`src/rtl/instr_ptr_pkg.sv`:
```
// Shared processor constants: instruction-address width agreed by the decoder,
// the instruction pointer and the instruction memory.
package instr_ptr_pkg;

  localparam int unsigned IADDR_W = 8;

endpackage : instr_ptr_pkg

```
`src/rtl/instr_ptr.sv`:
```
// Instruction pointer: synchronous reset, absolute load, or increment by one.
// Priority is reset > load > enable > hold.
module instr_ptr
  import instr_ptr_pkg::*;
#(
  parameter int unsigned       WIDTH     = IADDR_W,
  parameter logic [WIDTH-1:0]  RESET_VAL = '0
) (
  input  logic             clk,
  input  logic             rst_n,
  input  logic             enable,
  input  logic             load_enable,
  input  logic [WIDTH-1:0] load_val,
  output logic [WIDTH-1:0] ptr_out
);

  logic [WIDTH-1:0] ptr_q;
  logic [WIDTH-1:0] ptr_d;

  // Load overrides increment; the increment wraps silently modulo 2^WIDTH.
  always_comb begin
    ptr_d = ptr_q;
    if (load_enable) begin
      ptr_d = load_val;
    end else if (enable) begin
      ptr_d = WIDTH'(ptr_q + WIDTH'(1));
    end
  end

  always_ff @(posedge clk) begin
    if (!rst_n) begin
      ptr_q <= RESET_VAL;
    end else begin
      ptr_q <= ptr_d;
    end
  end

  assign ptr_out = ptr_q;

`ifndef SYNTHESIS
  a_load_visible : assert property (@(posedge clk) disable iff (!rst_n)
    load_enable |=> (ptr_out == $past(load_val)));

  a_incr_by_one : assert property (@(posedge clk) disable iff (!rst_n)
    (enable && !load_enable) |=> (ptr_out == WIDTH'($past(ptr_out) + WIDTH'(1))));
`endif

endmodule : instr_ptr

```
`config.mk`:
```
export PLATFORM = sky130hd
export DESIGN_NAME = instr_ptr
export DESIGN_NICKNAME = d
export VERILOG_FILES = /design/src/rtl/instr_ptr_pkg.sv /design/src/rtl/instr_ptr.sv
export SDC_FILE = /design/constraint.sdc
export NUM_CORES = 1
export LEC_CHECK = 0
export CAP_MARGIN = 15
export CELL_PAD_IN_SITES_DETAIL_PLACEMENT = 1
export CELL_PAD_IN_SITES_GLOBAL_PLACEMENT = 2
export CORE_MARGIN = 10
export CORE_UTILIZATION = 19
export DETAILED_ROUTE_END_ITERATION = 10
export PLACE_DENSITY_LB_ADDON = 0.1
export REMOVE_ABC_BUFFERS = 1
export SYNTH_ARGS = -nofsm -noshare
export SYNTH_HDL_FRONTEND = slang
export SYNTH_SLANG_ARGS = --single-unit
```
`constraint.sdc`:
```
create_clock -name clk -period 1.2 [get_ports clk]
set_input_delay 0.24 -clock clk [delete_from_list [all_inputs] [get_ports clk]]
set_output_delay 0.24 -clock clk [all_outputs]
set_load 0.02 [all_outputs]
```
==> impl_metrics.json <==
{
  "hold_depth": 3,
  "nets": 106,
  "ant_nets": 0,
  "synth-edff-count": 0,
  "die_w_um": 69.3,
  "multiInputGateArea_um2": 328,
  "start_util_pct": 20.5,
  "setup_viol": 0,
  "wire_per_inst_um": 14.1,
  "worstHoldStart": "rst_n",
  "path_class": "reg -> reg",
  "hold_viol_final": 0,
  "async_reset_ff_share_pct": 0,
  "dp_hpwl_mm": 1.29,
  "drive_gt1_share_pct": 33.0,
  "globalRouteTotalUtil_pct": 6.89,
  "syn2layout_area_growth_pct": 89.2,
  "clkTransAtPathRegs_ns": 0.06,
  "dieArea_um2": 4800,
  "worstReg2RegEnd": "ptr_out[7]",
  "drv_cap": 0,
  "grt_pass1_vias": 557,
  "drv_slew": 0,
  "place_congestion": 0.764,
  "timing.rr.start": "ptr_out[0]",
  "power_mw": 0.735,
  "pre_cts_slack_ns": -0.318,
  "slew_headroom_pct": 85.5,
  "grt_overflow_total": 0,
  "core_area_um2": 2250,
  "cp-startpoint": "ptr_out[0]",
  "port_buffers": 19,
  "final-seq-area_um2": 170,
  "status": "complete, no violations",
  "drt_iter0_drc": 10,
  "grt_max_degree": 13,
  "avgSynthCellArea_um2": 8.39,
  "ys_top_cells_by_area": "dfxtp_1, o21ai_0, nand3_1, and2_1, nand4_1",
  "routed_via_density": 4.37,
  "crit_fanout": 3,
  "ys_seq_elements": 8,
  "hold_slack_ns": 0.555,
  "antenna_found_initial": 0,
  "wirelength_mm": 1.68,
  "irDropWorstVdd_mv": 0.642,
  "synth.yosys.seq_area_share_pct": 34.7,
  "vias": 520,
  "n_fill_cell": 283,
  "clockBufferDepth": 2,
  "yosys.area.top_type": "dfxtp_1",
  "yosysWarnings": 0,
  "clk_latency_ns": 0.25,
  "power_density_nw_per_um2": 842,
  "synthFlopType": "dfxtp_1",
  "critPathCaptureType": "flip-flop",
  "post-route-period-util_pct": 99.0,
  "rows": 17,
  "r2r_slack_ns": 0.01,
  "crit_required_ns": 1.40,
  "hp-class": "in -> reg",
  "arrival_ns": 1.38,
  "p_leak_nw": 0.357,
  "ios": 20,
  "fin_ws_ns": 0.0121,
  "hold-path-endpoint": "ptr_out[1]",
  "fin_worst_skew_ns": 0.00143,
  "worstMarginPinSlew_ns": 0.215,
  "cts_root_buf": "clkbuf_4",
  "antenna_cells": 0,
  "period_minus_slack_ns": 1.19,
  "cts_buffers": 3,
  "netlist_instances": 55,
  "r2r_cells": 4,
  "htreeDepth": 1,
  "place_area_um2": 781,
  "cts.sink_count": 8,
  "syn_area_um2": 462,
  "die_height_um": 69.3,
  "rsz0062_at_grt": "true",
  "design_area_um2": 873,
  "critPathLaunchType": "flip-flop",
  "synthTopCellsByCount": "dfxtp_1, o21ai_0, nand2_1, nand3_1",
  "clock.fmax_mhz": 842,
  "setup_tns_ns": 0,
  "cts_tree": "yes",
  "first_pass_iters": 3,
  "drc_errors": 0,
  "cts_hold_buf": 0,
  "grt_pass1_wl_mm": 2.71,
  "synth_cell_types": 25,
  "largest_reg_flops": 8,
  "synth_top_area_share_pct": 34.7
}
[what timing repair did]
item	in CTS	in global routing
buffers inserted	1	1
resized for setup	24	14
setup endpoints to repair	12	10
pin swaps	3	5
[critical path, stage by stage (launching register included)]
cell	delay [ns]
dfxtp_4	0.37
buf_6	0.11
nand3_4	0.07
or4_4	0.52
nand3_2	0.07
[area by class of cell]
cell class	instances	share of cell area, %
well taps	28	4.01
flip-flops and latches	8	19.5
inverters	1	0.430
clock buffers	3	2.58
multi-input cells	44	37.5
repair buffers	35	36.0
[layer usage]
metal	up-vias	share of wire (%)	track usage, %
met5	-	0	0
met4	0	0.54	2.66
met3	2	5.5	3.14
met2	9	49	11.0
met1	234	44	7.76
li1	275	-	-
[cells in the final DEF, fill, tap and decap left out, drive strengths merged, types with 2 or more instances in the layout]
| cell | synthesis | layout |
|---|---|---|
| or4 | 2 | 2 |
| and2 | 4 | 4 |
| clkdlybuf4s50 | 0 | 8 |
| dfxtp | 8 | 8 |
| nor3b | 2 | 2 |
| nand2 | 4 | 4 |
| a21oi | 2 | 2 |
| buf | 1 | 16 |
| nand4 | 3 | 3 |
| nand3 | 5 | 5 |
| o21ai | 8 | 8 |
| dlygate4sd2 | 0 | 4 |
| xnor2 | 2 | 2 |
| clkdlybuf4s15 | 0 | 5 |
| xor2 | 2 | 2 |
| o211ai | 2 | 2 |
| clkbuf | 1 | 5 |
[worst max path at each step]
| stage | slack [ns] | endpoint | cells after the start |
|---|---|---|---|
| after floorplan | -0.18 | ptr_out[6] | 4 |
| after global placement | -0.32 | ptr_out[7] | 4 |
| after detailed placement | -0.32 | ptr_out[7] | 4 |
| after CTS | -0.02 | ptr_out[7] | 4 |
| after global routing | -0.03 | ptr_out[6] | 4 |
| final | 0.01 | ptr_out[7] | 4 |
[cell families (layout without fill, tap and decap cells)]
group	after synthesis	after routing	synth area share (%)
simple gates	24	24	32.0
compound gates	14	14	17.6
flops	8	8	34.7
xor+xnor	4	4	7.59
buf+inv	3	39	3.25
fa+ha+maj	1	1	2.71
mux	1	1	2.17
[metrics by stage]
stage | utilization, % | instances
final | 38.7 | 119
after global routing | 38.7 | 119
after CTS | 37.5 | 118
after detailed placement | 34.6 | 114
after global placement | 34.6 | 114
after floorplan | - | 53
[power by group]
group,leakage [nW],switching [mW],internal [mW],total [mW]
clock network,0.0138,0.100,0.115,0.215
logic,0.275,0.0999,0.119,0.219
registers,0.0682,0.0160,0.285,0.301
total,0.357,0.216,0.519,0.735
No activity file was read; power rests on OpenSTA's default activity.
